[config.mk]
export PLATFORM = sky130hd
export DESIGN_NAME = fetch_arb
export DESIGN_NICKNAME = d
export VERILOG_FILES = /design/src/rtl/fetch_arb.sv
export SDC_FILE = /design/constraint.sdc
export NUM_CORES = 1
export LEC_CHECK = 0
export CAP_MARGIN = 40
export CORE_UTILIZATION = 35
export CTS_CLUSTER_SIZE = 20
export DETAILED_ROUTE_END_ITERATION = 10
export PLACE_DENSITY_LB_ADDON = 0.25
export SLEW_MARGIN = 20
export SYNTH_ARGS = -nofsm -noshare
export SYNTH_HDL_FRONTEND = slang
export SYNTH_SLANG_ARGS = --single-unit
[constraint.sdc]
create_clock -name clk -period 2 [get_ports clk]
set_input_delay 0.4 -clock clk [delete_from_list [all_inputs] [get_ports clk]]
set_output_delay 0.4 -clock clk [all_outputs]
set_load 0.005 [all_outputs]
[src/rtl/fetch_arb.sv]
// fetch_arb: round-robin arbiter sharing one line-fill/write-back fetch engine
// between the read controller and the write controller, one transaction at a time.
module fetch_arb #(
    parameter int addr_width = 32,
    parameter int list_depth = 4,
    parameter int timeout = 1024,
    localparam int tw = $clog2(list_depth)
) (
    input  logic                  clk,
    input  logic                  rst,
    input  logic                  rd_fetch_req,
    input  logic [1:0]            rd_fetch_cmd,
    input  logic [tw-1:0]         rd_fetch_tag,
    input  logic [addr_width-1:0] rd_fetch_addr,
    input  logic [addr_width-1:0] rd_fetch_addr_pre,
    output logic                  rd_fetch_gnt,
    output logic                  rd_fetch_done,
    input  logic                  wr_fetch_req,
    input  logic [1:0]            wr_fetch_cmd,
    input  logic [tw-1:0]         wr_fetch_tag,
    input  logic [addr_width-1:0] wr_fetch_addr,
    input  logic [addr_width-1:0] wr_fetch_addr_pre,
    output logic                  wr_fetch_gnt,
    output logic                  wr_fetch_done,
    output logic                  bus_req,
    output logic [1:0]            bus_cmd,
    output logic [tw-1:0]         bus_tag,
    output logic [addr_width-1:0] bus_addr,
    output logic [addr_width-1:0] bus_addr_pre,
    input  logic                  bus_gnt,
    input  logic                  bus_done,
    output logic                  busy,
    output logic                  owner,
    output logic                  timeout_err
);
    localparam int cw = timeout > 1 ? $clog2(timeout) : 1;
    typedef enum logic [1:0] {IDLE, ISSUE, WAIT_DONE} state_t;
    state_t state;
    logic rr_ptr, win, gnt, done;
    logic [cw-1:0] cnt;
    assign win = rd_fetch_req && wr_fetch_req ? rr_ptr : wr_fetch_req;
    assign gnt = state == ISSUE && bus_gnt;
    // a done arriving with the grant in ISSUE completes the transaction in one cycle
    assign done = bus_done && (state == WAIT_DONE || gnt);
    assign rd_fetch_gnt = gnt && !owner;
    assign wr_fetch_gnt = gnt && owner;
    assign rd_fetch_done = done && !owner;
    assign wr_fetch_done = done && owner;
    assign bus_req = state == ISSUE;
    assign busy = state != IDLE;
    always_ff @(posedge clk) begin
        if (rst) begin
            state <= IDLE;
            rr_ptr <= 1'b0;
            owner <= 1'b0;
            bus_cmd <= '0;
            bus_tag <= '0;
            bus_addr <= '0;
            bus_addr_pre <= '0;
            cnt <= '0;
            timeout_err <= 1'b0;
        end else begin
            case (state)
                IDLE: if (rd_fetch_req || wr_fetch_req) begin
                    owner <= win;
                    bus_cmd <= win ? wr_fetch_cmd : rd_fetch_cmd;
                    bus_tag <= win ? wr_fetch_tag : rd_fetch_tag;
                    bus_addr <= win ? wr_fetch_addr : rd_fetch_addr;
                    bus_addr_pre <= win ? wr_fetch_addr_pre : rd_fetch_addr_pre;
                    state <= ISSUE;
                end
                ISSUE: if (gnt) begin
                    state <= done ? IDLE : WAIT_DONE;
                    cnt <= '0;
                end
                WAIT_DONE: begin
                    if (done) state <= IDLE;
                    if (cnt != '1) cnt <= cnt + cw'(1);
                    if (timeout != 0 && cnt == cw'(timeout - 1)) timeout_err <= 1'b1;
                end
                default: state <= IDLE;
            endcase
            if (done) rr_ptr <= ~owner;
        end
    end
endmodule

## Word level (Yosys, flattened, before mapping)

Cells that the tools add are included.

| cells by class | value |
|---|---|
| $add $sub $neg | 1 |
| equality and inequality tests | 8 |
| mux-type cells | 13 |
| bitwise logic cells | 1 |
| reductions and logical operators | 17 |

Operators with widths:

| cell | count |
|---|---|
| $mux 32 | 2 |
| $mux 10 | 2 |
| $pmux 10 s2 | 1 |
| $mux 2 | 6 |
| $add 10x1->10 const B | 1 |
| $eq 10x10->1 const B | 1 |
| $ne 10x10->1 const B | 1 |
| $logic_and 1x1->1 | 7 |
| $pmux 2 s3 | 1 |
| $reduce_and 3->1 | 2 |
| $ne 2x1->1 const B | 2 |
| $ne 2x2->1 const B | 2 |
| $reduce_and 2->1 | 2 |
| $reduce_bool 2->1 | 2 |
| $eq 2x1->1 const B | 1 |
| $eq 2x2->1 const B | 1 |
| $logic_not 2->1 | 1 |
| $logic_or 1x1->1 | 2 |
| $logic_not 1->1 | 1 |
| $mux 1 | 1 |
| $not 1->1 | 1 |

| word-level totals | value |
|---|---|
| bits in registers | 83 |
| input bits | 142 |
| output and inout port bits | 76 |
| logic and storage cells | 49 |

## Longest topological paths before layout

Gate-level depths: netlist of run 1.

| logic depth | value |
|---|---|
| depth in word-level cells | 7 |
| gate-level depth with buffers | 7 |
| depth with buffers taken out | 5 |

## Worst setup path after synthesis of run 1

Ideal clock, no wire load.

| path | value |
|---|---|
| path kind | flip-flop to flip-flop |
| from | register cnt[0] |
| to | register cnt[9] |
| library setup time | 115 ps |
| data arrival time | 1,321 ps |
| required time | 1,885 ps |
| slack | 565 ps |
| cell stages (with the launch flop) | 7 |
| path buffers | 1 |
| period minus slack after synthesis | 1,435 ps |
| cells stage by stage | dfxtp_1 > ha_1 > nand4_1 > nor4_1 > buf_2 > nor4_1 > o21a_1 |

| between the ends | value |
|---|---|
| cells in the longest elaborated chain, start to end | 3 |
| elaborated cells on any way between the ends | 6 |
| classes of those cells | 1 x add/sub; 2 x eq/ne; 2 x mux; 1 x reduce/logical |

RTL lines:

| item | line | RTL |
|---|---|---|
| start, declared | 40 | `logic [cw-1:0] cnt;` |
| start signal, assigned | 78 | `if (cnt != '1) cnt <= cnt + cw'(1);` |
| $add 10x1->10 / $ne 10x10->1 (equally long branches) | 78 |  |
| $mux 10 / $ne 2x1->1 (equally long branches) | -- |  |
| $pmux 10 s2 / $reduce_and 3->1 (equally long branches) | -- |  |

Several ways; a longest one is shown, not always the timed one. The select of a mux whose other input is x is not followed.
A chain may end at the register's enable or synchronous reset.

## Worst setup path in the final report of run 1

| path | value |
|---|---|
| from | register state[1] |
| to | output port wr_fetch_gnt |

| between the ends | value |
|---|---|
| cells in the longest elaborated chain, start to end | 3 |

RTL lines:

| item | line | RTL |
|---|---|---|
| start, declared | 38 | `state_t state;` |
| start signal, assigned | 73 | `state <= done ? IDLE : WAIT_DONE;` |
| $eq 2x1->1 | 42 | `assign gnt = state == ISSUE && bus_gnt;` |
| $logic_and 1x1->1 | 42 |  |
| $logic_and 1x1->1 | 46 | `assign wr_fetch_gnt = gnt && owner;` |
| end, declared | 23 | `output logic wr_fetch_gnt,` |

No other way between the ends.

==> metrics.txt, run 1 <==
flip-flop and latch area 0.001664 mm^2; Fin Hold WS 0.4107 ns; measured slew at the worst slew-check pin 0.3750 ns; reg2reg setup slack 0.30 ns; EDFF count, synth 0; reg-to-reg endpoint cnt[9]$_SDFFE_PP0P_; worst r2r src cnt[0]$_SDFFE_PP0P_; Core Area 0.01037 mm^2; Synth Area in Simple Gates 13.64%; Starting Density 36.17%; CTS root buf clkbuf_8; CP endpoint wr_fetch_gnt; vias in the first global route 3615; DRC Markers 0; Seq cells post-synth 83; die footprint 0.01114 mm^2; synth top area cells dfxtp_1, mux2i_1, a211oi_1; CTS tree built; RSZ-0062 raised after global routing false; final hold viol count 0; Clk pin slew, worst setup/hold paths 0.08 ns; PwrDens 673.5 mW/mm^2; critical path capture point type output port; Area Overhead vs Synth 68.75%; asr flop ratio synth 0%; Fill cells 928; routed len/inst 14.48 um; endpoints failing setup 0; Synth warnings 0; Worst VDD drop 0.2816 mV; status finished clean; Crit path largest cell delay 0.49 ns; number of max-cap violations 0; Max Slew Vio Count 0; gr usage total 19.57%; Synthesized Nets 542; Power Total 4.263 mW; Main synth FF type dfxtp_1; worst r2r path cells 6; Synth area leader dfxtp_1; highest clock rate 521.1 MHz; XOR/XNOR Fraction of Synth Area 0%; setup TNS 0 ns; Multi-input gate area 0.001916 mm^2; mux cell area share after synthesis 18.95%; largest family of logic cells by synthesized area multiplexers; PortBufs 217; Final ANT Viol Nets 0; GP Congestion 0.8479; Yosys cell types 38; Crit Path Max Fanout 6; diode count 0; crit path launch state[1]$_SDFFE_PP0P_; CTS sink cnt 83; Die X 105.5 um; CTS buffer count 9; row count 37; Required @ worst endpoint 1.60 ns; sequence of cells on the critical path and3b_1, and2_1, clkdlybuf4s50_1; Vias 3717; height of the die 105.5 um; Clk Latency, worst-skew pair 0.34 ns; register area share after synthesis 44.30%; Compound-Gate Fraction of Synth Area 17.58%; total wire length 10960 um; Mean Syn Cell Area 9.401 um^2; share of layout cells above drive strength 1 6.763%; relative slew slack 74.77%; I/O pins 218; Leakage Power 2.675 nW; Post-CTS Setup Bufs 0; CTS H-tree lvls 3; adder-cell share of the synthesized area 0.3336%; largest net degree at the start of global routing 71; Final HPWL DP 8523 um; post-synth top area share 44.30%; post-route clock period utilization 95.95%; critical path startpoint category flip-flop; worst-case clock skew 0.006673 ns; Gate Count Post-Synth 399; global-route wire length before repair 17240 um; Mapped Area 0.003751 mm^2; min-delay worst type primary input to flip-flop; initial antenna violation count 0; fin crit period 1.919 ns; critical path's slowest cell clkdlybuf4s50_1; critical path arrival 1.52 ns; Starting DRT DRC Count 70; Bufs on Longest Clock Path 2; final net count 759; critical path class flip-flop to output port; GR Overflow Total 0; Initial DRT Pass Iterations 4; DR vias/cell 4.910
==> synthesized netlist by cell type, types with 2 or more instances <==
master     n
a211oi_1  68
a21boi_1   2
a21oi_1    7
and3_1     3
buf_2     15
buf_4      9
clkbuf_1   8
dfxtp_1   83
inv_1      2
mux2i_1   71
nand2_1    8
nand2b_1   2
nand3_1    6
nor2_1    77
nor3_1     2
nor4_1     2
o21ai_0    3
o21ai_1    4
o31a_1     3
or3_1      5
or4_1      2
==> logic make-up after synthesis <==
kind of cell | count (synthesis)
AOI/OAI and AO/OA | 92
adders and majority gates | 1
buffers and inverters | 36
DFF | 83
muxes | 71
and+or+nand+nor | 116
==> worst min path at each step <==
stage | startpoint | endpoint | slack [ns] | cells past startpoint
after floorplan | cnt[6]$_SDFFE_PP0P_ | cnt[6]$_SDFFE_PP0P_ | 0.46 | 2
after global placement | cnt[6]$_SDFFE_PP0P_ | cnt[6]$_SDFFE_PP0P_ | 0.47 | 2
after detailed placement | cnt[8]$_SDFFE_PP0P_ | cnt[8]$_SDFFE_PP0P_ | 0.49 | 2
after CTS | rst | cnt[7]$_SDFFE_PP0P_ | 0.39 | 2
after global routing | rst | state[1]$_SDFFE_PP0P_ | 0.42 | 2
final | rst | cnt[0]$_SDFFE_PP0P_ | 0.41 | 2
==> cells in the final DEF, fill, tap and decap left out, types with 2 or more instances in the layout <==
cell	instances
clkbuf_8	10
o21ai_1	3
o21ai_0	3
nor2_1	76
inv_1	2
nand2_1	7
buf_12	4
and3_1	3
a21boi_1	2
a211oi_1	68
o31a_1	3
or3_1	5
nor4_1	2
dfxtp_2	2
nand2b_1	2
buf_4	19
or4_1	2
dlygate4sd2_1	4
clkdlybuf4s50_1	212
a21oi_1	7
mux2i_1	71
nor3_1	2
clkbuf_1	4
dfxtp_1	81
nand3_1	6
==> report_power, final <==
group | switching [mW] | internal (mW)
Combinational | 0.454 | 0.742
Clock | 0.556 | 0.613
Sequential | 0.0825 | 1.82
Total | 1.09 | 3.17
==> flip-flops by register name, indices dropped and copies added, names as in the netlist <==
| register | count |
|---|---|
| bus_addr | 32 |
| cnt | 10 |
| state | 2 |
| timeout_err | 1 |
| rr_ptr | 1 |
| owner | 1 |
| bus_tag | 2 |
| bus_cmd | 2 |
| bus_addr_pre | 32 |
==> area by class of cell <==
type                    instances  area share [%]
clock inverters                 2          0.5535
multi-input cells             280           30.26
repair buffers                240           37.68
flip-flops and latches         83           26.29
inverters                       2          0.1186
well taps                     136           2.688
clock buffers                  14           2.412
==> stage by stage <==
step | cells | cell area (um^2) | utilization (%) | setup slack (ns)
after detailed placement | 741 | 6142 | 59.23 | -0.2789
after floorplan | 399 | 3751 | - | 0.5647
after global routing | 757 | 6330 | 61.04 | 0.009524
final | 757 | 6330 | 61.04 | 0.08096
after CTS | 757 | 6329 | 61.03 | 0.02253
after global placement | 741 | 6142 | 59.23 | -0.1713
==> layer usage <==
metal  vias to the layer above  part of all wire (%)  track usage (%)
li1                       1890                     -                -
met1                      1653                    40            21.20
met2                       157                    49            34.77
met3                        17                   8.9            6.432
met4                         0                   2.1            8.433
met5                         -                     0                0
==> repair_timing <==
item                       CTS  global route
hold buffers                 0             0
pin swaps                    1             0
setup endpoints to repair    4             1
gates resized for setup      6             1
==> critical path: cells and delay by family, from the launching register on <==
family	cells	cell delay, ns
and+or+nand+nor	2	0.34
buffers and inverters	1	0.49
DFF	1	0.34
No activity file was read; power rests on OpenSTA's default activity.
==> inputs of run 2 (changes only) <==
--- a/config.mk
+++ b/config.mk
@@ -9,6 +9,7 @@
 export CORE_UTILIZATION = 35
 export CTS_CLUSTER_SIZE = 20
 export DETAILED_ROUTE_END_ITERATION = 10
+export HOLD_SLACK_MARGIN = 0.08
 export PLACE_DENSITY_LB_ADDON = 0.25
 export SLEW_MARGIN = 20
 export SYNTH_ARGS = -nofsm -noshare
==> results of run 2 <==
Final layout, timing and power as in run 1 (identical DEF).
